[src/rtl/corelet_pkg.sv]
// corelet_pkg: shared state encoding, instruction codes and default geometry
// for the corelet tile sequencer.
package corelet_pkg;

   typedef enum logic [2:0] {
      IDLE   = 3'd0,
      W_FILL = 3'd1,
      W_LOAD = 3'd2,
      X_FILL = 3'd3,
      EXEC   = 3'd4,
      DRAIN  = 3'd5,
      ACC    = 3'd6,
      DONE   = 3'd7
   } sched_state_e;

   // inst bus is {execute, kernel_load}
   localparam logic [1:0] INST_IDLE  = 2'b00;
   localparam logic [1:0] INST_KLOAD = 2'b01;
   localparam logic [1:0] INST_EXEC  = 2'b10;

   localparam int ROW_DEF     = 8;
   localparam int COL_DEF     = 8;
   localparam int KIJ_MAX_DEF = 9;

endpackage

[src/rtl/sched_addr_gen.sv]
// sched_addr_gen: owns the kij, per-phase index (n) and accumulate-sweep (k/o)
// counters, and turns them plus the current state into xmem/pmem addresses.
module sched_addr_gen
   import corelet_pkg::*;
#(
   parameter int col     = COL_DEF,
   parameter int addr_w  = 11,
   parameter int kij_max = KIJ_MAX_DEF,
   parameter int cnt_w   = 8
) (
   input  logic              clk,
   input  logic              reset,
   input  sched_state_e      state_i,
   input  logic [cnt_w-1:0]  numX_i,
   input  logic              nClr_i,
   input  logic              nInc_i,
   input  logic              kijClr_i,
   input  logic              kijInc_i,
   input  logic              accClr_i,
   input  logic              accStep_i,
   output logic [cnt_w:0]    nCnt_o,
   output logic              kijLast_o,
   output logic              kLast_o,
   output logic              accLast_o,
   output logic [addr_w-1:0] xmemAddr_o,
   output logic [addr_w-1:0] pmemAddr_o
);

   localparam int KW = $clog2(kij_max + 1);

   logic [KW-1:0]    kij_q;
   logic [KW-1:0]    k_q;
   logic [cnt_w:0]   n_q;
   logic [cnt_w-1:0] o_q;

   assign nCnt_o    = n_q;
   assign kijLast_o = (kij_q == KW'(kij_max - 1));
   assign kLast_o   = (k_q == KW'(kij_max - 1));
   assign accLast_o = kLast_o && (o_q == (numX_i - 1'b1));

   // kij and the per-phase index; a clear always wins over an increment
   always_ff @(posedge clk or posedge reset) begin
      if (reset) begin
         kij_q <= '0;
         n_q   <= '0;
      end else begin
         if (kijClr_i) begin
            kij_q <= '0;
         end else if (kijInc_i) begin
            kij_q <= kij_q + 1'b1;
         end
         if (nClr_i) begin
            n_q <= '0;
         end else if (nInc_i) begin
            n_q <= n_q + 1'b1;
         end
      end
   end

   // accumulate sweep walks every kij (inner) for each output row o (outer)
   always_ff @(posedge clk or posedge reset) begin
      if (reset) begin
         k_q <= '0;
         o_q <= '0;
      end else if (accClr_i) begin
         k_q <= '0;
         o_q <= '0;
      end else if (accStep_i) begin
         if (kLast_o) begin
            k_q <= '0;
            o_q <= o_q + 1'b1;
         end else begin
            k_q <= k_q + 1'b1;
         end
      end
   end

   // weights sit at the bottom of xmem, activations above all kij weight blocks
   always_comb begin
      xmemAddr_o = '0;
      pmemAddr_o = '0;
      case (state_i)
         W_FILL: xmemAddr_o = addr_w'(kij_q) * addr_w'(col) + addr_w'(n_q);
         X_FILL: xmemAddr_o = addr_w'(kij_max * col)
                            + addr_w'(kij_q) * addr_w'(numX_i) + addr_w'(n_q);
         DRAIN:  pmemAddr_o = addr_w'(kij_q) * addr_w'(numX_i) + addr_w'(n_q);
         ACC:    pmemAddr_o = addr_w'(k_q) * addr_w'(numX_i) + addr_w'(o_q);
         default: ;
      endcase
   end

endmodule

[src/rtl/corelet_sched.sv]
// corelet_sched: per-tile sequencer. For each kij it fills L0 with weights,
// kernel-loads them, fills activations, executes, drains the OFIFO into pmem,
// and finally sweeps pmem through the SFUs with accumulate/ReLU.
// Optional build macro SCHED_PERF_CNT_EN adds perf_cycles/perf_stalls outputs.
module corelet_sched
   import corelet_pkg::*;
#(
   parameter int row     = ROW_DEF,
   parameter int col     = COL_DEF,
   parameter int addr_w  = 11,
   parameter int kij_max = KIJ_MAX_DEF,
   parameter int cnt_w   = 8
) (
   input  logic              clk,
   input  logic              reset,
   input  logic              start,
   input  logic [cnt_w-1:0]  num_x,
   input  logic              mode,
   output logic              busy,
   output logic              done,
   output logic              xmem_cen,
   output logic [addr_w-1:0] xmem_addr,
   output logic              l0_wr,
   output logic              l0_rd,
   input  logic              l0_full,
   input  logic              l0_ready,
   output logic [1:0]        inst,
   output logic              ctrl,
   output logic              ofifo_rd,
   input  logic              ofifo_valid,
   output logic              pmem_cen,
   output logic              pmem_wen,
   output logic [addr_w-1:0] pmem_addr,
   output logic              acc,
   output logic              relu
`ifdef SCHED_PERF_CNT_EN
   ,
   output logic [31:0]       perf_cycles,
   output logic [31:0]       perf_stalls
`endif
);

   localparam int CW = cnt_w + 1;
   localparam logic [CW-1:0] COL_C       = CW'(col);
   localparam logic [CW-1:0] LOAD_LAST_C = CW'(col + row - 1);

   sched_state_e     state_q, state_d;
   logic [cnt_w-1:0] numX_q, numX_d;
   logic             ctrl_q, ctrl_d;
   logic             pend_q, pend_d;
   logic             acc_q, acc_d;
   logic             relu_q, relu_d;
   logic             tail_q, tail_d;
   logic [CW-1:0]    wrCnt_q, wrCnt_d;

   logic [CW-1:0]    fillLen;
   logic [CW-1:0]    numXExt;
   logic             readOk;
   logic             nClr, nInc, kijClr, kijInc, accClr, accStep;
   logic [CW-1:0]    nCnt;
   logic             kijLast, kLast, accLast;

   assign numXExt = {1'b0, numX_q};
   assign busy    = (state_q != IDLE) && (state_q != DONE);
   assign ctrl    = ctrl_q;
   assign acc     = acc_q;
   assign relu    = relu_q;

   sched_addr_gen #(
      .col     (col),
      .addr_w  (addr_w),
      .kij_max (kij_max),
      .cnt_w   (cnt_w)
   ) u_addr_gen (
      .clk        (clk),
      .reset      (reset),
      .state_i    (state_q),
      .numX_i     (numX_q),
      .nClr_i     (nClr),
      .nInc_i     (nInc),
      .kijClr_i   (kijClr),
      .kijInc_i   (kijInc),
      .accClr_i   (accClr),
      .accStep_i  (accStep),
      .nCnt_o     (nCnt),
      .kijLast_o  (kijLast),
      .kLast_o    (kLast),
      .accLast_o  (accLast),
      .xmemAddr_o (xmem_addr),
      .pmemAddr_o (pmem_addr)
   );

   // state register
   always_ff @(posedge clk or posedge reset) begin
      if (reset) begin
         state_q <= IDLE;
      end else begin
         state_q <= state_d;
      end
   end

   // latched configuration, pending-write flag, write count and SFU strobes
   always_ff @(posedge clk or posedge reset) begin
      if (reset) begin
         numX_q  <= '0;
         ctrl_q  <= 1'b0;
         pend_q  <= 1'b0;
         acc_q   <= 1'b0;
         relu_q  <= 1'b0;
         tail_q  <= 1'b0;
         wrCnt_q <= '0;
      end else begin
         numX_q  <= numX_d;
         ctrl_q  <= ctrl_d;
         pend_q  <= pend_d;
         acc_q   <= acc_d;
         relu_q  <= relu_d;
         tail_q  <= tail_d;
         wrCnt_q <= wrCnt_d;
      end
   end

   // next state and all per-cycle strobes; a read lands in L0 one cycle later
   // and is held there (pend_q) for as long as L0 reports full
   always_comb begin
      state_d  = state_q;
      numX_d   = numX_q;
      ctrl_d   = ctrl_q;
      pend_d   = 1'b0;
      acc_d    = 1'b0;
      relu_d   = 1'b0;
      tail_d   = tail_q;
      wrCnt_d  = wrCnt_q;
      fillLen  = COL_C;
      readOk   = 1'b0;
      nClr     = 1'b0;
      nInc     = 1'b0;
      kijClr   = 1'b0;
      kijInc   = 1'b0;
      accClr   = 1'b0;
      accStep  = 1'b0;
      xmem_cen = 1'b1;
      l0_wr    = 1'b0;
      l0_rd    = 1'b0;
      inst     = INST_IDLE;
      ofifo_rd = 1'b0;
      pmem_cen = 1'b1;
      pmem_wen = 1'b1;
      done     = 1'b0;
      case (state_q)
         IDLE: begin
            if (start) begin
               numX_d  = num_x;
               ctrl_d  = mode;
               kijClr  = 1'b1;
               nClr    = 1'b1;
               wrCnt_d = '0;
               tail_d  = 1'b0;
               state_d = W_FILL;
            end
         end
         W_FILL, X_FILL: begin
            if (state_q == X_FILL) begin
               fillLen = numXExt;
            end
            l0_wr    = pend_q && !l0_full;
            readOk   = (nCnt < fillLen) && !l0_full;
            xmem_cen = !readOk;
            nInc     = readOk;
            pend_d   = readOk || (pend_q && l0_full);
            if (l0_wr) begin
               if (wrCnt_q == (fillLen - 1'b1)) begin
                  wrCnt_d = '0;
                  nClr    = 1'b1;
                  pend_d  = 1'b0;
                  state_d = (state_q == W_FILL) ? W_LOAD : EXEC;
               end else begin
                  wrCnt_d = wrCnt_q + 1'b1;
               end
            end
         end
         W_LOAD: begin
            l0_rd = (nCnt < COL_C);
            if (l0_rd) begin
               inst = INST_KLOAD;
            end
            if (nCnt == LOAD_LAST_C) begin
               nClr    = 1'b1;
               state_d = X_FILL;
            end else begin
               nInc = 1'b1;
            end
         end
         EXEC: begin
            if (l0_ready) begin
               l0_rd = 1'b1;
               inst  = INST_EXEC;
               if (nCnt == (numXExt - 1'b1)) begin
                  nClr    = 1'b1;
                  state_d = DRAIN;
               end else begin
                  nInc = 1'b1;
               end
            end
         end
         DRAIN: begin
            if (ofifo_valid) begin
               ofifo_rd = 1'b1;
               pmem_cen = 1'b0;
               pmem_wen = 1'b0;
               if (nCnt == (numXExt - 1'b1)) begin
                  nClr = 1'b1;
                  if (kijLast) begin
                     accClr  = 1'b1;
                     tail_d  = 1'b0;
                     state_d = ACC;
                  end else begin
                     kijInc  = 1'b1;
                     state_d = W_FILL;
                  end
               end else begin
                  nInc = 1'b1;
               end
            end
         end
         ACC: begin
            if (!tail_q) begin
               pmem_cen = 1'b0;
               accStep  = 1'b1;
               acc_d    = 1'b1;
               relu_d   = kLast;
               if (accLast) begin
                  tail_d = 1'b1;
               end
            end else begin
               tail_d  = 1'b0;
               state_d = DONE;
            end
         end
         DONE: begin
            done    = 1'b1;
            state_d = IDLE;
         end
         default: state_d = IDLE;
      endcase
   end

`ifdef SCHED_PERF_CNT_EN
   logic [31:0] perfCycles_q;
   logic [31:0] perfStalls_q;
   logic        stall;

   assign stall = (((state_q == W_FILL) || (state_q == X_FILL)) && l0_full)
                || ((state_q == DRAIN) && !ofifo_valid);
   assign perf_cycles = perfCycles_q;
   assign perf_stalls = perfStalls_q;

   // busy-cycle and stall counters, restarted by each accepted start
   always_ff @(posedge clk or posedge reset) begin
      if (reset) begin
         perfCycles_q <= '0;
         perfStalls_q <= '0;
      end else if ((state_q == IDLE) && start) begin
         perfCycles_q <= '0;
         perfStalls_q <= '0;
      end else begin
         if (busy) begin
            perfCycles_q <= perfCycles_q + 32'd1;
         end
         if (stall) begin
            perfStalls_q <= perfStalls_q + 32'd1;
         end
      end
   end
`endif

endmodule
[config.mk]
export PLATFORM = sky130hd
export DESIGN_NAME = corelet_sched
export DESIGN_NICKNAME = d
export VERILOG_FILES = /design/src/rtl/corelet_pkg.sv /design/src/rtl/sched_addr_gen.sv /design/src/rtl/corelet_sched.sv
export SDC_FILE = /design/constraint.sdc
export NUM_CORES = 1
export LEC_CHECK = 0
export ABC_AREA = 1
export ABC_CLOCK_PERIOD_IN_PS = 9830
export CORE_MARGIN = 2
export CORE_UTILIZATION = 58
export CTS_BUF_LIST = sky130_fd_sc_hd__clkbuf_16
export DETAILED_ROUTE_END_ITERATION = 12
export GPL_ROUTABILITY_DRIVEN = 0
export HOLD_SLACK_MARGIN = 0.12
export PLACE_DENSITY_LB_ADDON = 0.2
export SYNTH_ARGS = -nofsm -noshare
export SYNTH_HDL_FRONTEND = slang
export SYNTH_SLANG_ARGS = --single-unit
[constraint.sdc]
create_clock -name clk -period 9.83 [get_ports clk]
set_clock_uncertainty 0.2 [all_clocks]
set_input_delay 2.949 -clock clk [delete_from_list [all_inputs] [get_ports clk]]
set_output_delay 2.949 -clock clk [all_outputs]
set_load 0.01 [all_outputs]
==> results.md <==
| Stage | Metric | This run |
|:---|:---|:---|
| routing | Antenna-violating nets left | 0 |
| grt | Via count of the first global-routing pass | 6343 |
| worst hold path | Hold Path Class | reg2reg |
| clocking | CTS tree | done |
| place | Number of input and output port buffers inserted | 49 |
| clocking | TritonCTS Buffers | 5 |
| timing | Final min period | 8.46 ns |
| yosys | Async set-or-reset flop fraction in the synthesized netlist | 100% |
| routing | Number of DRC markers in iteration 0 | 593 |
| clocking | Buffers inserted during post-CTS setup optimization | 0 |
| place | HPWL Detailed | 15100 um |
| grt | Number of antenna violations at the first check in global routing | 0 |
| grt | Pin count of the biggest net entering global routing | 51 |
| yosys | Syn_area_per_cell | 6.71 um2 |
| grt | Most congested layer reported by global routing | met2 |
| clocking | Sink count of the clock tree | 50 |
| worst setup path | Reg-to-reg slack, setup | 6.44 ns |
| grt | First-pass GRT wire length | 31100 um |
| finish | Final std cells w/o fill | 1231 |
| floorplan | Die outline width | 114 um |
| yosys | EDFF count, synth | 0 |
| yosys | Commonest cells in the synthesized netlist | sky130_fd_sc_hd__nand2_1, sky130_fd_sc_hd__inv_1, sky130_fd_sc_hd__nor2_1 |
| floorplan | Count of boundary I/O pins | 50 |
| floorplan | Num rows | 40 |
| yosys | Most frequently used flop master after synthesis | sky130_fd_sc_hd__dfrtp_1 |
| yosys | Number of standard cells after synthesis | 1050 |
| finish | Fraction of final layout cells with drive strength greater than 1 | 3.78% |
| timing | Post-route setup TNS | 0 ns |
| worst setup path | Critical path class | reg2out |
| yosys | Number of distinct standard cells referenced by the synthesized netlist | 46 |
| floorplan | Die extent in y | 114 um |
| timing | Transition time at the pin with the least slew margin | 1.05 ns |
| yosys | Most used standard cell by instance count after synthesis | sky130_fd_sc_hd__nand2_1 |
| timing | Worst-case headroom to the max-slew limit | 29.7% |
| grt | GR Layer Usage met2 | 50.2% |
| power and ir drop | Leak Pwr | 4.28 nW |
| yosys | Synth top area share | 17.8% |
| floorplan | Total Die Area | 13000 um2 |
| clocking | Clk buf depth | 2 |
| worst setup path | CP arrival | 5.31 ns |
| timing | Count of final setup violators | 0 |
| timing | Pins Over Slew Limit | 0 |
| finish | Area delta synth->final | 10.1% |
| worst setup path | Worst Setup Start Kind | flop |
| routing | Detailed Routing Iterations Pass 1 | 5 |
| timing | Final worst-path cycle share | 86.1% |
| yosys | Net count of the mapped netlist | 1176 |
| yosys | Top area cells in the synthesized netlist | sky130_fd_sc_hd__dfrtp_1, sky130_fd_sc_hd__nand2_1, sky130_fd_sc_hd__ha_1 |
| yosys | Synth Register Bits | 50 |
| yosys | Cell accounting for the most synthesized area | sky130_fd_sc_hd__dfrtp_1 |
| routing | # DRC | 0 |
| timing | RSZ-0062 raised after global routing | no |
| finish | Number of fill cells in the layout | 1093 |
| grt | Met3 routing resource usage after global routing | 3.65% |
| run status | Run status | completed |
| yosys | Yosys warnings | 0 |
| routing | Number of vias per cell after detailed routing | 5.55 |
| yosys | Sequential area share after synthesis | 17.8% |
| clocking | Number of buffers inserted for hold repair after clock tree synthesis | 0 |
| floorplan | Starting density of the core | 59.1% |
| timing | Maximum operating frequency | 0.118 GHz |
| worst setup path | Nature of the critical path endpoint | output pin |
| worst setup path | Maximum fanout encountered on the critical timing path | 15 |
| clocking | Clock transition at the register clock pins on the worst setup and hold paths after CTS | 0.07 ns |
| timing | Worst hold slack | 0.319 ns |
| place | Area after detailed placement | 7620 um2 |
| clocking | Clock latency reported for the late side of the worst-skew pair | 0.30 ns |
| routing | Routed vias | 6830 |
| floorplan | Area of the core | 11900 um2 |
| power and ir drop | PwrDens | 329 nW/um2 |
| routing | WL/cell | 15.4 um |
| grt | Met1 global-route usage | 41.2% |
| finish | Diodes inserted | 0 |
| flow run | Maximum capacitance violations | 0 |
| power and ir drop | Worst vdd rail ir drop | 0.210 mV |
| timing | Number of hold violations in the final report | 0 |
| yosys | Post-synthesis cell area | 7050 um2 |
| worst setup path | Endpoint required time on the critical path | 6.68 ns |
| grt | Sum of overflow across all layers after global routing | 0 |
| finish | Number of nets in the layout | 1209 |
| place | Placed Cells | 1223 |
| clocking | Post-CTS sizing | 0 |
| grt | Total routing usage reported by global routing | 30.4% |
| routing | Total wirelength of the detailed-routed design | 19000 um |
| clocking | Clock Root Buffer | sky130_fd_sc_hd__clkbuf_16 |
| clocking | H-tree level count | 2 |
| finish | Layout Cell Area excl Fill | 7750 um2 |
-- cells in the final DEF, fill, tap and decap left out, types with 3 or more instances in the layout --
cell,count
sky130_fd_sc_hd__nor2_4,5
sky130_fd_sc_hd__nor4_1,3
sky130_fd_sc_hd__or2_2,3
sky130_fd_sc_hd__dfrtp_1,50
sky130_fd_sc_hd__inv_2,9
sky130_fd_sc_hd__nand2_2,5
sky130_fd_sc_hd__a31oi_1,7
sky130_fd_sc_hd__and2_1,3
sky130_fd_sc_hd__o21ai_0,41
sky130_fd_sc_hd__nor3_1,12
sky130_fd_sc_hd__nor2_2,6
sky130_fd_sc_hd__ha_1,73
sky130_fd_sc_hd__nand3_1,62
sky130_fd_sc_hd__a21oi_1,41
sky130_fd_sc_hd__nand2_1,263
sky130_fd_sc_hd__o22ai_1,9
sky130_fd_sc_hd__nand3b_1,4
sky130_fd_sc_hd__xor2_1,38
sky130_fd_sc_hd__fa_1,38
sky130_fd_sc_hd__nand4_1,30
sky130_fd_sc_hd__nor2_1,83
sky130_fd_sc_hd__xnor2_1,7
sky130_fd_sc_hd__clkdlybuf4s50_1,49
sky130_fd_sc_hd__o21ai_1,7
sky130_fd_sc_hd__clkbuf_16,5
sky130_fd_sc_hd__inv_1,202
-- per-layer routing --
layer | share of wire (%) | vias up | wire length [um]
met4 | 3.5 | 0 | 661
met5 | 0 | - | 0
met1 | 44 | 3099 | 8300
met3 | 7.0 | 58 | 1320
li1 | - | 3385 | -
met2 | 46 | 288 | 8680
-- worst max-delay path, cell delays in order (launching register included) --
cell,delay [ns]
sky130_fd_sc_hd__dfrtp_1,0.58
sky130_fd_sc_hd__nand2_1,0.13
sky130_fd_sc_hd__inv_1,0.06
sky130_fd_sc_hd__fa_1,0.51
sky130_fd_sc_hd__inv_1,0.06
sky130_fd_sc_hd__fa_1,0.52
sky130_fd_sc_hd__inv_1,0.04
sky130_fd_sc_hd__ha_1,0.34
sky130_fd_sc_hd__nand3_1,0.08
sky130_fd_sc_hd__nand2_1,0.12
sky130_fd_sc_hd__a21oi_1,0.08
sky130_fd_sc_hd__o21ai_0,0.19
sky130_fd_sc_hd__xor2_1,0.17
sky130_fd_sc_hd__inv_1,0.06
sky130_fd_sc_hd__ha_1,0.33
sky130_fd_sc_hd__ha_1,0.32
sky130_fd_sc_hd__inv_1,0.08
sky130_fd_sc_hd__nor2_1,0.12
sky130_fd_sc_hd__nand4_1,0.10
sky130_fd_sc_hd__nand3_1,0.09
sky130_fd_sc_hd__nand2_1,0.07
sky130_fd_sc_hd__nand2_1,0.06
sky130_fd_sc_hd__nand2_1,0.04
sky130_fd_sc_hd__nand2_1,0.07
sky130_fd_sc_hd__o21ai_0,0.08
sky130_fd_sc_hd__a21oi_1,0.15
sky130_fd_sc_hd__clkdlybuf4s50_1,0.55
-- per-stage QoR --
step / util (%) / total power [W] / setup slack (ns)
after floorplan: - / 0.00185 / 2.43
after global placement: 63.9 / 0.00233 / 1.80
after detailed placement: 63.9 / 0.00237 / 1.70
after CTS: 65.1 / 0.00254 / 1.37
after global routing: 65.1 / 0.00288 / 0.897
final: 65.1 / 0.00255 / 1.37
-- path summary, 6_finish.rpt --
path,start,endpoint,cells past startpoint
setup / recovery,numX_q[2]$_DFFE_PP0P_,xmem_addr[10],26
hold / removal,ctrl$_DFFE_PP0P_,ctrl$_DFFE_PP0P_,1
setup reg to reg,state_q[2]$_DFFE_PP0P_,u_addr_gen.nCnt_o[4]$_DFFE_PP0P_,14
hold reg to reg,ctrl$_DFFE_PP0P_,ctrl$_DFFE_PP0P_,1
max in group asynchronous,reset,u_addr_gen.nCnt_o[2]$_DFFE_PP0P_,2
min in group asynchronous,reset,u_addr_gen.o_q[2]$_DFFE_PP0P_,2
-- registers in the layout, summed over array words and instances, names as in the netlist --
register / count
ctrl: 1
acc: 1
u_addr_gen.k_q: 4
u_addr_gen.o_q: 8
pend_q: 1
state_q: 3
relu: 1
u_addr_gen.kij_q: 4
tail_q: 1
u_addr_gen.nCnt_o: 9
numX_q: 8
wrCnt_q: 9
-- power breakdown --
part           total, W  internal (W)  switching, W
clock network  0.000167     0.0000922     0.0000747
logic           0.00199      0.000759       0.00123
registers      0.000391      0.000251      0.000140
total           0.00255       0.00110       0.00145
-- layout make-up --
class / instances / area (um2) / area share, %
Clock buffer: 5 / 125 / 1.61
Clock inverter: 3 / 12.5 / 0.161
Inverter: 211 / 792 / 10.2
Multi-Input combinational cell: 764 / 4880 / 63.0
Sequential cell: 50 / 1250 / 16.1
Tap cell: 147 / 184 / 2.37
Timing Repair Buffer: 51 / 505 / 6.52
-- cells by family after synthesis --
| family | share of synthesized area [%] |
|---|---|
| adders and majority gates | 23.8 |
| muxes | 0.160 |
| xor gates and xnor gates | 5.59 |
| buffers and inverters | 12.9 |
| AOI/OAI and AO/OA | 9.82 |
| and+or+nand+nor | 30.0 |
| DFF | 17.8 |
Note: power is estimated with default switching activity, not from simulation.
